File: src/rtl/pc_sequencer_if.sv
// Decode-side and fetch-side signals of the program-counter sequencer.
// The master modport is the sequencer; the slave modport is the surrounding core.
interface pc_sequencer_if #(
    parameter int WORD_SIZE = 18,
    parameter int ADDR_SIZE = 16
);
    logic                 fetch_ready;
    logic [ADDR_SIZE-1:0] fetch_addr;
    logic                 fetch_valid;
    logic                 flush;
    logic                 dec_valid;
    logic                 dec_ready;
    logic [1:0]           dec_kind;
    logic [2:0]           dec_cond;
    logic [WORD_SIZE-1:0] dec_r0;
    logic [ADDR_SIZE-1:0] dec_target;
    logic [ADDR_SIZE-1:0] dec_pc;
    logic                 halted;
    logic [1:0]           err_code;

    modport master (
        input  fetch_ready, dec_valid, dec_kind, dec_cond, dec_r0, dec_target, dec_pc,
        output fetch_addr, fetch_valid, flush, dec_ready, halted, err_code
    );

    modport slave (
        output fetch_ready, dec_valid, dec_kind, dec_cond, dec_r0, dec_target, dec_pc,
        input  fetch_addr, fetch_valid, flush, dec_ready, halted, err_code
    );
endinterface

File: src/rtl/pc_sequencer.sv
// Program-counter sequencer: owns the fetch address, resolves branches/calls/returns
// against r0, keeps a small return stack and inserts a flush bubble after each redirect.
module pc_sequencer #(
    parameter int          WORD_SIZE    = 18,
    parameter int          ADDR_SIZE    = 16,
    parameter int          STACK_DEPTH  = 4,
    parameter int          FLUSH_CYCLES = 2,
    parameter int unsigned RESET_ADDR   = 0
) (
    input  logic           clock,
    input  logic           reset_n,
    pc_sequencer_if.master bus
);
    localparam int SP_W  = $clog2(STACK_DEPTH + 1);
    localparam int IDX_W = $clog2(STACK_DEPTH);
    localparam logic [ADDR_SIZE-1:0] RESET_PC   = ADDR_SIZE'(RESET_ADDR);
    localparam logic [2:0]           FLUSH_LOAD = 3'(FLUSH_CYCLES);
    localparam logic [SP_W-1:0]      SP_FULL    = SP_W'(STACK_DEPTH);

    typedef enum logic [1:0] {ST_FLUSH, ST_RUN, ST_HALT} state_e;
    typedef enum logic [1:0] {K_NEXT, K_BRANCH, K_CALL, K_RET} kind_e;
    typedef enum logic [1:0] {E_NONE, E_OVERFLOW, E_UNDERFLOW} err_e;

    state_e               state, state_next;
    err_e                 err, err_next;
    logic [2:0]           cnt, cnt_next;
    logic [ADDR_SIZE-1:0] addr, addr_next;
    logic [SP_W-1:0]      sp, sp_next;
    logic [ADDR_SIZE-1:0] stack [STACK_DEPTH];
    logic                 push_en;
    logic                 taken;
    logic                 r0_neg, r0_zero;
    logic                 fetch_valid, dec_ready, flush, halted;
    kind_e                kind;
    logic [IDX_W-1:0]     push_idx, pop_idx;
    logic [ADDR_SIZE-1:0] ret_addr;

    assign kind     = kind_e'(bus.dec_kind);
    assign push_idx = IDX_W'(sp);
    assign pop_idx  = IDX_W'(sp - SP_W'(1));
    assign ret_addr = bus.dec_pc + ADDR_SIZE'(1);

    always_comb begin
        r0_neg  = bus.dec_r0[WORD_SIZE-1];
        r0_zero = (bus.dec_r0 == '0);
        taken   = 1'b0;
        case (bus.dec_cond)
            3'd0:    taken = r0_zero;
            3'd1:    taken = r0_neg;
            3'd2:    taken = !r0_neg && !r0_zero;
            3'd3:    taken = r0_neg || r0_zero;
            3'd4:    taken = !r0_neg;
            3'd5:    taken = !bus.dec_r0[0];
            3'd6:    taken = bus.dec_r0[0];
            default: taken = 1'b1;
        endcase
    end

    always_comb begin
        // NOTE: every signal written here gets a default first, so no path can infer a latch.
        state_next  = state;
        cnt_next    = cnt;
        addr_next   = addr;
        sp_next     = sp;
        err_next    = err;
        push_en     = 1'b0;
        fetch_valid = 1'b0;
        dec_ready   = 1'b0;
        flush       = 1'b0;
        halted      = 1'b0;
        case (state)
            ST_FLUSH: begin
                flush = 1'b1;
                if (cnt <= 3'd1) state_next = ST_RUN;
                else             cnt_next   = cnt - 3'd1;
            end
            ST_RUN: begin
                fetch_valid = 1'b1;
                dec_ready   = 1'b1;
                if (bus.fetch_ready) addr_next = addr + ADDR_SIZE'(1);
                // A taken redirect overrides the sequential increment above.
                if (bus.dec_valid && taken) begin
                    case (kind)
                        K_BRANCH: begin
                            addr_next  = bus.dec_target;
                            state_next = ST_FLUSH;
                            cnt_next   = FLUSH_LOAD;
                        end
                        K_CALL: begin
                            if (sp == SP_FULL) begin
                                addr_next  = addr;
                                err_next   = E_OVERFLOW;
                                state_next = ST_HALT;
                            end else begin
                                push_en    = 1'b1;
                                sp_next    = sp + SP_W'(1);
                                addr_next  = bus.dec_target;
                                state_next = ST_FLUSH;
                                cnt_next   = FLUSH_LOAD;
                            end
                        end
                        K_RET: begin
                            if (sp == '0) begin
                                addr_next  = addr;
                                err_next   = E_UNDERFLOW;
                                state_next = ST_HALT;
                            end else begin
                                sp_next    = sp - SP_W'(1);
                                addr_next  = stack[pop_idx];
                                state_next = ST_FLUSH;
                                cnt_next   = FLUSH_LOAD;
                            end
                        end
                        default: ;
                    endcase
                end
            end
            ST_HALT: halted = 1'b1;
            default: state_next = ST_HALT;
        endcase
    end

    // NOTE: sequential state uses non-blocking assignments so every register samples pre-edge values.
    always_ff @(posedge clock or negedge reset_n) begin
        if (!reset_n) begin
            state <= ST_FLUSH;
            cnt   <= FLUSH_LOAD;
            addr  <= RESET_PC;
            sp    <= '0;
            err   <= E_NONE;
        end else begin
            state <= state_next;
            cnt   <= cnt_next;
            addr  <= addr_next;
            sp    <= sp_next;
            err   <= err_next;
        end
    end

    // NOTE: stack storage has no reset; a zero stack pointer already marks every entry empty.
    always_ff @(posedge clock) begin
        if (push_en) stack[push_idx] <= ret_addr;
    end

    assign bus.fetch_addr  = addr;
    assign bus.fetch_valid = fetch_valid;
    assign bus.dec_ready   = dec_ready;
    assign bus.flush       = flush;
    assign bus.halted      = halted;
    assign bus.err_code    = err;
endmodule

File: src/flat_wrapper.sv
// flat-port wrapper written by rule: the top's interface ports become plain ports
module pc_sequencer_flat 
#(
    parameter int          WORD_SIZE    = 18,
    parameter int          ADDR_SIZE    = 16,
    parameter int          STACK_DEPTH  = 4,
    parameter int          FLUSH_CYCLES = 2,
    parameter int unsigned RESET_ADDR   = 0
)
  (clock, reset_n, bus_fetch_ready, bus_dec_valid, bus_dec_kind, bus_dec_cond, bus_dec_r0, bus_dec_target, bus_dec_pc, bus_fetch_addr, bus_fetch_valid, bus_flush, bus_dec_ready, bus_halted, bus_err_code);
  pc_sequencer_if #(.WORD_SIZE(WORD_SIZE), .ADDR_SIZE(ADDR_SIZE)) bus_i ();
  input  logic clock;
  input  logic reset_n;
  input wire logic [$bits(bus_i.fetch_ready)-1:0] bus_fetch_ready;
  input wire logic [$bits(bus_i.dec_valid)-1:0] bus_dec_valid;
  input wire logic [$bits(bus_i.dec_kind)-1:0] bus_dec_kind;
  input wire logic [$bits(bus_i.dec_cond)-1:0] bus_dec_cond;
  input wire logic [$bits(bus_i.dec_r0)-1:0] bus_dec_r0;
  input wire logic [$bits(bus_i.dec_target)-1:0] bus_dec_target;
  input wire logic [$bits(bus_i.dec_pc)-1:0] bus_dec_pc;
  output wire logic [$bits(bus_i.fetch_addr)-1:0] bus_fetch_addr;
  output wire logic [$bits(bus_i.fetch_valid)-1:0] bus_fetch_valid;
  output wire logic [$bits(bus_i.flush)-1:0] bus_flush;
  output wire logic [$bits(bus_i.dec_ready)-1:0] bus_dec_ready;
  output wire logic [$bits(bus_i.halted)-1:0] bus_halted;
  output wire logic [$bits(bus_i.err_code)-1:0] bus_err_code;
  assign bus_i.fetch_ready = bus_fetch_ready;
  assign bus_i.dec_valid = bus_dec_valid;
  assign bus_i.dec_kind = bus_dec_kind;
  assign bus_i.dec_cond = bus_dec_cond;
  assign bus_i.dec_r0 = bus_dec_r0;
  assign bus_i.dec_target = bus_dec_target;
  assign bus_i.dec_pc = bus_dec_pc;
  assign bus_fetch_addr = bus_i.fetch_addr;
  assign bus_fetch_valid = bus_i.fetch_valid;
  assign bus_flush = bus_i.flush;
  assign bus_dec_ready = bus_i.dec_ready;
  assign bus_halted = bus_i.halted;
  assign bus_err_code = bus_i.err_code;
  pc_sequencer #(.WORD_SIZE(WORD_SIZE), .ADDR_SIZE(ADDR_SIZE), .STACK_DEPTH(STACK_DEPTH), .FLUSH_CYCLES(FLUSH_CYCLES), .RESET_ADDR(RESET_ADDR)) u_core (.clock(clock), .reset_n(reset_n), .bus(bus_i));
endmodule
File: config.mk
export PLATFORM = sky130hd
export DESIGN_NAME = pc_sequencer_flat
export DESIGN_NICKNAME = d
export VERILOG_FILES = /design/src/rtl/pc_sequencer_if.sv /design/src/rtl/pc_sequencer.sv /design/src/flat_wrapper.sv
export SDC_FILE = /design/constraint.sdc
export NUM_CORES = 1
export LEC_CHECK = 0
export ABC_AREA = 1
export CORE_AREA = 2 2 110 112
export CTS_BUF_LIST = sky130_fd_sc_hd__clkbuf_16
export DETAILED_ROUTE_END_ITERATION = 10
export DIE_AREA = 0 0 112 114
export HOLD_SLACK_MARGIN = 0.1
export PLACE_DENSITY = 0.71
export SLEW_MARGIN = 20
export SYNTH_ARGS = -nofsm -noshare
export SYNTH_HDL_FRONTEND = slang
export SYNTH_SLANG_ARGS = --single-unit
File: constraint.sdc
create_clock -name clock -period 2.35 [get_ports clock]
set_input_delay 0.47 -clock clock [delete_from_list [all_inputs] [get_ports clock]]
set_output_delay 0.47 -clock clock [all_outputs]
set_load 0.1 [all_outputs]
==> impl_results.md, run 1 <==
* Status: finished, final reports clean
* Vias in the first global route at about 4100
* Syn_nets at about 700
* Worst vdd ir at around 0.00029 V
* Fmax at ~460 MHz
* Post-layout util at 0.565
* Final setup fails at 0
* Largest net degree at the start of global routing at 35
* Setup bufs post-CTS at 0
* Commonest cells in the netlist: nand2_1, nand3_1, edfxtp_1
* Critical path capture point type: flop
* Period minus WS final at about 2200 ps
* Initial antenna violation count at 0
* Async set-reset flop share out of synthesis at 0.289
* Seq cells post-synth at 90
* Slew @ Worst Pin at 532 ps
* Die area at 12800 um2
* Drt total wl at 11.6 mm
* Share of the synthesized area in the top cell type at 0.374
* Total gr overflow at 0
* Required @ worst endpoint at 2380 ps
* Vias per cell at 4.99
* Layout cells sized above 1 at 0.124
* Number of fill cells at 1028
* Port Buf Inserts at 80
* Clock Pin Slew Worst Setup and Hold Paths at about 70 ps
* Clock buffer depth at 2
* Leak pwr at between 2 and 3 nW
* Initial Utilization at 0.438
* Crit share post-route at 0.932
* Logic gate share of total power at 0.095
* DR pass1 iterations at 4
* Iteration-0 DRC Markers at 379
* Global placer's final weighted congestion at 0.874
* Core Region at 11700 um2
* Yosys cell types at 37
* Multi-input combinational cell area at 2260 um2
* CTS tree: built
* Skew-Pair Late Insertion Delay at 350 ps
* Cell taking the most area after synthesis: edfxtp_1
* Drc violations at 0
* H-tree Lvls at 3
* Switching share of power at 0.225
* N_diodes at 0
* Synth top area cells: edfxtp_1, nand2_1, dfrtp_1
* TritonCTS Sinks at 90
* Skew final at 7.16 ps
* Pwr Total at 0.00349 W
* Via count at 4439
* Power Dens Cells at 528 nW/um2
* Min-Delay Path Class: reg2reg
* Final hold viol count at 0
* Reg2Reg Setup Slack at between 300 and 400 ps
* Yosys warns at 0
* First-pass GRT wire length at 19.3 mm
* DP HPWL at 8.56 mm
* EDFF count, synth at 64
* Cells after synthesis at between 600 and 700
* Relative slew slack at 0.645
* Register area at 2570 um2
* CTS hold repair buffers at 0
* Slew Limit Fails at 0
* GRT Resource Usage Total at 0.189
* Maximum fanout along the worst path at 16
* FP Rows at 40
* Sequential Power Share at 0.488
* Die width at between 100 and 150 um
* Clk root buf: clkbuf_16
* Top Ports at a little over 80
* Synth Cell Area at 5130 um2
* Critical path class: in2reg
* Power Internal at 0.00271 W
* Dominant register cell in the synthesized netlist: edfxtp_1
* Sequential area share after synthesis at 0.501
* Post-CTS Resized at 0
* Drt wl/cell at 13.0 um
* Max Cap Viol at 0
* Crit path DAT at 2230 ps
* Mean post-synth cell area at 8.14 um2
* Critical path startpoint category: input pin
* Most common cell in the netlist: nand2_1
* Psw at 0.000788 W
* Clock share of power at 0.417
* TritonCTS Buffers at 9
* Post-route ant nets at 0
* Die Y at around 110 um
* Syn-to-layout area delta at 28.9%
* Final #Nets at ~810
-- layer usage --
| layer | up-vias | routed length [um] | GRT usage |
|---|---|---|---|
| met2 | 140 | 5550 | 0.312 |
| met5 | - | 0 | 0 |
| met3 | 19 | 713 | 0.0420 |
| met4 | 0 | 216 | 0.0602 |
| li1 | 2267 | - | - |
| met1 | 2013 | 5120 | 0.250 |
-- kinds of logic after synthesis --
kind of cell             after synthesis  share of synthesized area
AO/OA/AOI/OAI                         29                     0.0334
XOR/XNOR                              23                     0.0392
adder cells (fa/ha/maj)               14                     0.0341
buffers and inverters                 74                     0.0590
flip-flops                            90                      0.501
multiplexers                           1                    0.00219
AND/OR/NAND/NOR                      400                      0.331
-- registers in the layout (all words and copies together), names as in the netlist --
register and cells:
u_core.state 2, u_core.bus.fetch_addr 16, u_core.bus.err_code 2, u_core.cnt 3, u_core.stack 64, u_core.sp 3
-- path summary, 6_finish.rpt --
| check | startpoint | endpoint | cells after the start |
|---|---|---|---|
| worst max register to register | u_core.sp[1]$_DFFE_PN0P_ | u_core.bus.fetch_addr[2]$_DFFE_PN0P_ | 12 |
| worst min register to register | u_core.cnt[1]$_DFFE_PN1P_ | u_core.cnt[1]$_DFFE_PN1P_ | 2 |
| worst min-delay path | u_core.cnt[1]$_DFFE_PN1P_ | u_core.cnt[1]$_DFFE_PN1P_ | 2 |
| max in group asynchronous | reset_n | u_core.cnt[1]$_DFFE_PN1P_ | 2 |
| min in group asynchronous | reset_n | u_core.bus.fetch_addr[13]$_DFFE_PN0P_ | 2 |
| worst max-delay path | bus_dec_cond[0] | u_core.stack[3][14]$_DFFE_PP_ | 13 |
-- worst max-delay path: stages --
cell and delay (ps):
clkdlybuf4s50_1 460, nor2_1 180, nor3_1 60, nand3_1 90, nand2_1 50, nand2_1 50
nand2_1 50, nand2_2 90, nand2_4 50, inv_1 70, nand4_1 190, nor2_1 150
buf_4 260
-- cell usage in the layout (no fill, tap or decap), types with 2 or more instances in the layout --
cell type,count
clkbuf_16,9
a21oi_1,9
nand2_1,261
buf_6,3
buf_12,4
nand4_1,6
clkinvlp_4,2
nand3b_1,4
nand3_1,81
xnor2_1,8
nand2_4,3
clkinv_4,2
o21ai_0,13
buf_4,54
clkdlybuf4s50_1,58
nor3_1,3
nor2_2,2
dfrtp_1,25
xor2_1,15
a21o_1,2
nor2_4,3
nor2_1,32
edfxtp_1,64
inv_1,49
ha_1,14
-- power by group through the flow --
stage	combinational [W]	clock, W	sequential [W]
floorplan	0.000141	0	0.00174
CTS	0.000334	0.00147	0.00171
global placement	0.000326	0	0.00174
global route	0.000364	0.00156	0.00171
detailed placement	0.000332	0	0.00174
finish	0.000332	0.00146	0.00171
-- cell type report --
class,count,share of cell area
clock buffers,9,0.0340
multi-input cells,467,0.342
repair buffers,119,0.166
flip-flops and latches,90,0.389
clock inverters,7,0.0119
inverters,51,0.0293
well taps,147,0.0278
-- per-stage QoR --
| stage | hold slack (ps) | area, um2 | cells | worst slack (ps) | setup TNS (ps) |
|---|---|---|---|---|---|
| 2_1_floorplan | 174 | 5140 | 631 | -242 | -15520 |
| 3_3_place_gp | 453 | 6300 | 874 | -133 | -9190 |
| 3_5_place_dp | 454 | 6300 | 874 | -199 | -13760 |
| 4_1_cts | 465 | 6610 | 890 | 153 | 0 |
| 5_1_grt | 486 | 6620 | 890 | -16.3 | -275 |
| 6_report | 463 | 6620 | 890 | 160 | 0 |
Note: power is estimated with default switching activity, not from simulation.
==> run 2, diff against run 1 <==
--- a/config.mk
+++ b/config.mk
@@ -6,12 +6,12 @@
 export NUM_CORES = 1
 export LEC_CHECK = 0
 export ABC_AREA = 1
-export CORE_AREA = 2 2 110 112
+export CORE_AREA = 2 2 84 147
 export CTS_BUF_LIST = sky130_fd_sc_hd__clkbuf_16
 export DETAILED_ROUTE_END_ITERATION = 10
-export DIE_AREA = 0 0 112 114
+export DIE_AREA = 0 0 86 149
 export HOLD_SLACK_MARGIN = 0.1
-export PLACE_DENSITY = 0.71
+export PLACE_DENSITY = 0.7
 export SLEW_MARGIN = 20
 export SYNTH_ARGS = -nofsm -noshare
 export SYNTH_HDL_FRONTEND = slang
==> impl_results.md, run 2 (synthesis gave the netlist of run 1 again) <==
* Required @ worst endpoint at 2390 ps (about the same)
* Critical path startpoint category: input pin
* Vias per cell at 5.05 (+1.2%)
* Period minus WS final at 2280 ps (+85.8 ps)
* Die area at 12800 um2 (+0.36%)
* Post-route setup slack at 74.1 ps (-85.8 ps)
* Min-Delay Path Class: reg2reg
* Core Region at 11700 um2 (+0.22%)
* Largest net degree at the start of global routing at 35 (unchanged)
* Worst path cell trace: clkdlybuf4s50_1 -> nor2_1 -> nand2_1 -> nor2_2 -> nand3b_1 -> a21boi_4 -> nand2_4 -> inv_1 -> nand4_1 -> buf_4 -> nor2_4 -> buf_4
* Clock Pin Slew Worst Setup and Hold Paths at 60 ps (about the same)
* Skew-Pair Late Insertion Delay at 340 ps (about the same)
* DR pass1 iterations at 6 (+2)
* Total gr overflow at 0 (unchanged)
* Crit share post-route at 0.968 (+0.0365)
* Power Dens Cells at 502 nW/um2 (-5.0%)
* Vias in the first global route at 4390 (+6.8%)
* Multi-input combinational cell area at 2270 um2 (+0.44%)
* Maximum fanout along the worst path at 8 (-8)
* Number of fill cells at 1069 (+4.0%)
* Hold path start: u_core.cnt[1]$_DFFE_PN1P_
* Top reg by flops: u_core.stack
* Hold Path Sink: u_core.cnt[1]$_DFFE_PN1P_
* Top Ports at 81 (unchanged)
* Worst vdd ir at 0.000384 V (+35%)
* Critical path capture point type: flop
* Iteration-0 DRC Markers at 152 (-60%)
* Worst path most repeated cell: buf_4
* Clk root buf: clkbuf_16
* Final hold viol count at 0 (unchanged)
* Initial Utilization at 0.437 (-0.000981)
* Initial antenna violation count at 0 (unchanged)
* Post-layout util at 0.562 (-0.00329)
* Layout cells sized above 1 at 0.126 (+0.00252)
* Max incr delay on CP at 390 ps (-70 ps)
* Post-route ant nets at 0 (unchanged)
* Worst R2R Start: u_core.sp[1]$_DFFE_PN0P_
* Via count at 4449 (+0.23%)
* Final setup fails at 0 (unchanged)
* Max Cap Viol at 0 (unchanged)
* N_diodes at 0 (unchanged)
* Relative slew slack at 0.633 (-0.0120)
* GRT Resource Usage Total at 0.192 (+0.00336)
* Hold Path Depth at 2 (unchanged)
* Reg2Reg Setup Slack at 230 ps (-140 ps)
* Most frequent cells in the layout: nand2_1, nand3_1, edfxtp_1
* CTS tree: built
* FP Rows at 53 (+33%)
* Register area at 2570 um2 (unchanged)
* Port Buf Inserts at 80 (unchanged)
* Clock buffer depth at 2 (unchanged)
* Area after DPL at 6300 um2 (about the same)
* Global placer's final weighted congestion at 0.850 (-2.7%)
* First-pass GRT wire length at 19.5 mm (+1.2%)
* H-tree Lvls at 3 (unchanged)
* CTS hold repair buffers at 0 (unchanged)
* DP HPWL at 9.26 mm (+8.2%)
* Cell count of the worst reg-to-reg path at 11 (-1)
* TritonCTS Sinks at 90 (unchanged)
* Skew final at 8.79 ps (+1.63 ps)
* Slew Limit Fails at 0 (unchanged)
* TritonCTS Buffers at 9 (unchanged)
* Crit path buffers/inverters at 4 (+1)
* Post-Place Worst Slack at -260 ps (-61.0 ps)
* Leak pwr at 2.97 nW (-0.19%)
* Most common cell after layout, fill and taps aside: nand2_1
* Syn-to-layout area delta at 28.4%
* Slowest CP cell: clkdlybuf4s50_1
* Fmax at 439 MHz (-3.8%)
* Crit path DAT at 2320 ps (+90 ps)
* Drt wl/cell at 13.9 um (+6.4%)
* Die Y at 149 um (+31%)
* Slew @ Worst Pin at 550 ps (+18.0 ps)
* Critical path class: in2reg
* Drt total wl at 12.2 mm (+5.4%)
* Crit-path leading delay family: buffers and inverters
* Drc violations at 0 (unchanged)
* Final Instance Area at 6590 um2 (-0.36%)
* Final #Nets at 814 (+0.37%)
* Status: finished, final reports clean
* Die width at 86 um (-23%)
* Max FFs per register at 64 (unchanged)
* Worst r2r dst: u_core.bus.fetch_addr[5]$_DFFE_PN0P_
[run 2: what timing repair did]
item	4_1_cts	5_1_grt
resized for setup	0	9
setup endpoints to repair	0	64
setup buffers	0	1
[run 2: worst register-to-register path, stage by stage, from the launching register on]
cell,delay [ps]
dfrtp_1,400
inv_1,80
ha_1,290
inv_1,420
nand3_1,210
nand3_1,130
a21oi_1,80
a21o_1,170
nand3_1,70
nand2_1,60
nand2_1,60
nand2_1,50
[run 2: layout make-up]
type | instances | area share
multi-input cells | 467 | 0.345
repair buffers | 122 | 0.171
inverters | 51 | 0.0294
clock buffers | 9 | 0.0342
flip-flops and latches | 90 | 0.390
clock inverters | 5 | 0.00474
well taps | 137 | 0.0260
[run 2: how the worst max path moves through the flow]
stage	from	endpoint	depth (start not counted)
2_1_floorplan	u_core.sp[0]$_DFFE_PN0P_	u_core.stack[1][0]$_DFFE_PP_	8
3_3_place_gp	bus_dec_r0[13]	u_core.stack[1][10]$_DFFE_PP_	11
3_5_place_dp	bus_dec_r0[13]	u_core.stack[0][15]$_DFFE_PP_	11
4_1_cts	bus_dec_r0[13]	u_core.stack[0][8]$_DFFE_PP_	11
5_1_grt	bus_dec_r0[5]	u_core.stack[1][1]$_DFFE_PP_	12
6_report	bus_dec_r0[13]	u_core.stack[1][1]$_DFFE_PP_	12
[run 2: stage by stage]
step | setup TNS, ps | power (W) | hold slack [ps] | std cells
after floorplan | -15520 | 0.00188 | 174 | 631
after global placement | -13410 | 0.00207 | 453 | 865
after detailed placement | -19340 | 0.00207 | 453 | 865
after CTS | 0 | 0.00333 | 463 | 879
after global routing | -36.0 | 0.00342 | 477 | 881
final | 0 | 0.00331 | 463 | 881
[run 2: where the power goes]
part,leakage (nW),total (W),internal [W],switching (W)
clock,0.125,0.00127,0.000701,0.000566
sequential,0.924,0.00171,0.00171,0
combinational,1.92,0.000335,0.000170,0.000164
[run 2: layer usage]
metal / vias to the layer above / wire length (um) / global-route usage
li1: 2264 / - / -
met1: 2050 / 4540 / 0.198
met2: 116 / 6800 / 0.367
met3: 19 / 576 / 0.0315
met4: 0 / 300 / 0.0889
met5: - / 0 / 0
==> run 3, diff against run 2 <==
--- a/config.mk
+++ b/config.mk
@@ -5,13 +5,12 @@
 export SDC_FILE = /design/constraint.sdc
 export NUM_CORES = 1
 export LEC_CHECK = 0
-export ABC_AREA = 1
-export CORE_AREA = 2 2 84 147
+export ABC_AREA = 0
+export CORE_AREA = 2 2 94 163
 export CTS_BUF_LIST = sky130_fd_sc_hd__clkbuf_16
 export DETAILED_ROUTE_END_ITERATION = 10
-export DIE_AREA = 0 0 86 149
+export DIE_AREA = 0 0 96 165
 export HOLD_SLACK_MARGIN = 0.1
-export PLACE_DENSITY = 0.7
 export SLEW_MARGIN = 20
 export SYNTH_ARGS = -nofsm -noshare
 export SYNTH_HDL_FRONTEND = slang
==> impl_results.md, run 3 <==
* Status: finished, final reports clean
* Final hold viol count at 0 (unchanged)
* Cell taking the most area after synthesis: edfxtp_1
* FP Rows at 58 (+9.4%)
* Yosys warns at 0 (unchanged)
* Vias in the first global route at 3390 (-23%)
* Most common cell after layout, fill and taps aside: edfxtp_1
* N_diodes at 0 (unchanged)
* Iteration-0 DRC Markers at 158 (+3.9%)
* Adder-cell share of the synthesized area at 0.0386 (+0.00449)
* Drc violations at 0 (unchanged)
* Worst path cell trace: clkdlybuf4s50_1 -> nor2b_1 -> o21ai_0 -> a31oi_1 -> mux2i_4 -> buf_6 -> buf_6 -> a41oi_1 -> o22a_1
* Yosys cell types at 46 (+24%)
* Min-Delay Path Class: in2async
* Power Dens Cells at 1100 nW/um2 (+120%)
* Clock Pin Slew Worst Setup and Hold Paths at 70 ps (about the same)
* Sequential area share after synthesis at 0.567 (+0.0660)
* H-tree Lvls at 3 (unchanged)
* Xor and xnor area share after synthesis at 0.0309 (-0.00835)
* Final #Nets at 552 (-32%)
* Met2 routed WL at 5.96 mm (-12%)
* Worst path most repeated cell: buf_6
* Max incr delay on CP at 460 ps (+70 ps)
* Top Ports at 81 (unchanged)
* Syn-to-layout area delta at 41.7%
* Largest family of logic cells by synthesized area: compound AO/OA/AOI/OAI gates
* Critical path startpoint category: input pin
* Wl on met1 at 4.02 mm (-11%)
* Initial Utilization at 0.314 (-0.123)
* Total gr overflow at 0 (unchanged)
* Port Buf Inserts at 80 (unchanged)
* DR pass1 iterations at 5 (-1)
* Maximum fanout along the worst path at 6 (-2)
* Syn_nets at 432 (-39%)
* Crit path buffers/inverters at 3 (-1)
* GRT Resource Usage Total at 0.137 (-0.0550)
* Crit share post-route at 0.972 (+0.00303)
* Top Metal Used: met4
* Clock buffer depth at 2 (unchanged)
* Worst r2r dst: u_core.bus.fetch_addr[2]$_DFFE_PN0P_
* Leak pwr at 2.46 nW (-17%)
* Die Y at 165 um (+11%)
* Max FFs per register at 64 (unchanged)
* Drt total wl at 10.8 mm (-12%)
* Critical path class: in2reg
* Vias per cell at 5.13 (+1.5%)
* Critical path capture point type: flop
* DP HPWL at 7.74 mm (-16%)
* Dominant register cell in the synthesized netlist: edfxtp_1
* Top reg by flops: u_core.stack
* Via count at 3403 (-24%)
* Mean post-synth cell area at 12.6 um2 (+55%)
* Initial antenna violation count at 0 (unchanged)
* Synth top area cells: edfxtp_1, dfrtp_1, mux4_2
* CTS hold repair buffers at 0 (unchanged)
* Synth Cell Area at 4540 um2 (-12%)
* Slew @ Worst Pin at 460 ps (-90.0 ps)
* Drt wl/cell at 16.2 um (+17%)
* Skew final at 7.15 ps (-1.63 ps)
* Max Cap Viol at 0 (unchanged)
* WL met3 at 577 um (+0.17%)
* Cells after synthesis at 359 (-43%)
* CTS tree: built
* Global placer's final weighted congestion at 0.839 (-1.3%)
* Post-Layout Cell Count at 664 (-25%)
* Crit path DAT at 2520 ps (+200 ps)
* Worst vdd ir at 0.000520 V (+35%)
* Largest net degree at the start of global routing at 32 (-8.6%)
* First-pass GRT wire length at 16.5 mm (-16%)
* Seq cells post-synth at 90 (unchanged)
* Die width at 96 um (+12%)
* Hold_ws at 505 ps (+42.6 ps)
* Fin Setup TNS at 0 ps (unchanged)
* Period minus WS final at 2280 ps (+7.13 ps)
* Most frequent cells in the layout: edfxtp_1, buf_4, clkdlybuf4s50_1
* Core Region at 14400 um2 (+23%)
* Slowest CP cell: clkdlybuf4s50_1
* Die area at 15800 um2 (+24%)
* Worst R2R Start: u_core.sp[1]$_DFFE_PN0P_
* Most common cell in the netlist: edfxtp_1
* Share of the synthesized area in the top cell type at 0.424 (+0.0492)
* Cells after DPL at 645 (-25%)
* Mux contribution to synthesized area at 0.0888 (+0.0866)
* EDFF count, synth at 64 (unchanged)
* Clk root buf: clkbuf_16
* Required @ worst endpoint at 2580 ps (+190 ps)
* Post-route ant nets at 0 (unchanged)
* Skew-Pair Late Insertion Delay at 340 ps (about the same)
* Layout cells sized above 1 at 0.277 (+0.151)
* Commonest cells in the netlist: edfxtp_1, nor2_1, dfrtp_1
* Relative slew slack at 0.687 (+0.0539)
* Slew Limit Fails at 0 (unchanged)
* Final setup fails at 0 (unchanged)
* Fmax at 438 MHz (-0.31%)
* Cell count of the worst reg-to-reg path at 10 (-1)
* Compound-Gate Fraction of Synth Area at 0.125 (+0.0915)
* TritonCTS Buffers at 9 (unchanged)
* TritonCTS Sinks at 90 (unchanged)
* Reg2Reg Setup Slack at 130 ps (-100 ps)
* Async set-reset flop share out of synthesis at 0.289 (unchanged)
* Post-Synth Simple-Gate Area at 0.117 (-0.213)
* Crit-path leading delay family: buffers and inverters
run 3: cell count changes in the layout (fill, tap and decap cells not counted), sizes merged, moves of 12 or more:
cell	change
inv	-32
and3	+14
clkdlybuf4s50	-12
nand3	-69
nand2	-242
dlymetal6s2s	+12
a21oi	+13
mux4	+16
run 3: layer usage:
layer / GRT usage / vias to the layer above
li1: - / 1626
met5: 0 / -
met2: 0.249 / 109
met3: 0.0255 / 14
met1: 0.152 / 1654
met4: 0.0604 / 0
run 3: how the worst max path moves through the flow:
| stage | slack (ps) | depth (start not counted) | endpoint | startpoint |
|---|---|---|---|---|
| after floorplan | 10 | 12 | u_core.bus.fetch_addr[2]$_DFFE_PN0P_ | u_core.sp[0]$_DFFE_PN0P_ |
| after global placement | -410 | 8 | u_core.stack[0][5]$_DFFE_PP_ | bus_dec_r0[0] |
| after detailed placement | -480 | 8 | u_core.stack[1][1]$_DFFE_PP_ | bus_dec_r0[0] |
| after CTS | 4 | 11 | u_core.bus.fetch_addr[2]$_DFFE_PN0P_ | bus_dec_kind[0] |
| after global routing | -10 | 10 | u_core.bus.fetch_addr[4]$_DFFE_PN0P_ | bus_dec_r0[8] |
| final | 70 | 9 | u_core.bus.fetch_addr[14]$_DFFE_PN0P_ | bus_dec_cond[2] |
run 3: cell type report:
type	instances	area, um2
Timing Repair Buffer	126	1290
Fill cell	1310	8010
Clock buffer	9	225
Multi-Input combinational cell	236	1960
Tap cell	180	225
Clock inverter	7	78.8
Sequential cell	90	2580
Inverter	16	66.3
run 3: per-stage QoR:
step           total power, W  instance area (um2)  utilization  setup slack, ps
2_1_floorplan         0.00475                 4610            -             14.9
3_3_place_gp          0.00555                 5890        0.408             -408
3_5_place_dp          0.00562                 5890        0.408             -482
4_1_cts               0.00707                 6210        0.430             3.86
5_1_grt               0.00742                 6430        0.445            -10.1
6_report              0.00708                 6430        0.445             66.9
run 3: power breakdown:
| group | switching [W] | internal [W] | leakage [nW] | total, W |
|---|---|---|---|---|
| clock network | 0.000669 | 0.000756 | 0.148 | 0.00143 |
| registers | 0.000244 | 0.00193 | 0.871 | 0.00218 |
| logic | 0.00226 | 0.00122 | 1.44 | 0.00348 |
run 3: logic make-up after synthesis:
logic type	Yosys count
and+or+nand+nor	107
DFF	90
buffers and inverters	33
AOI/OAI and AO/OA	80
muxes	19
adders and majority gates	14
xor gates and xnor gates	16
run 3: what timing repair did:
action / 4_1_cts / 5_1_grt
cloned: 0 / 2
endpoints found under the setup margin: 71 / 89
pin swaps: 1 / 10
setup buffers: 0 / 1
resized for setup: 5 / 40
run 3: worst register-to-register path, cell delays in order (launching register included):
cell and delay (ps):
dfrtp_1 370, inv_1 100, ha_4 180, ha_2 170, a22o_1 230, and3_1 190, o211a_1 100, a311o_1 320
buf_12 180, a21oi_1 160, o22a_1 170
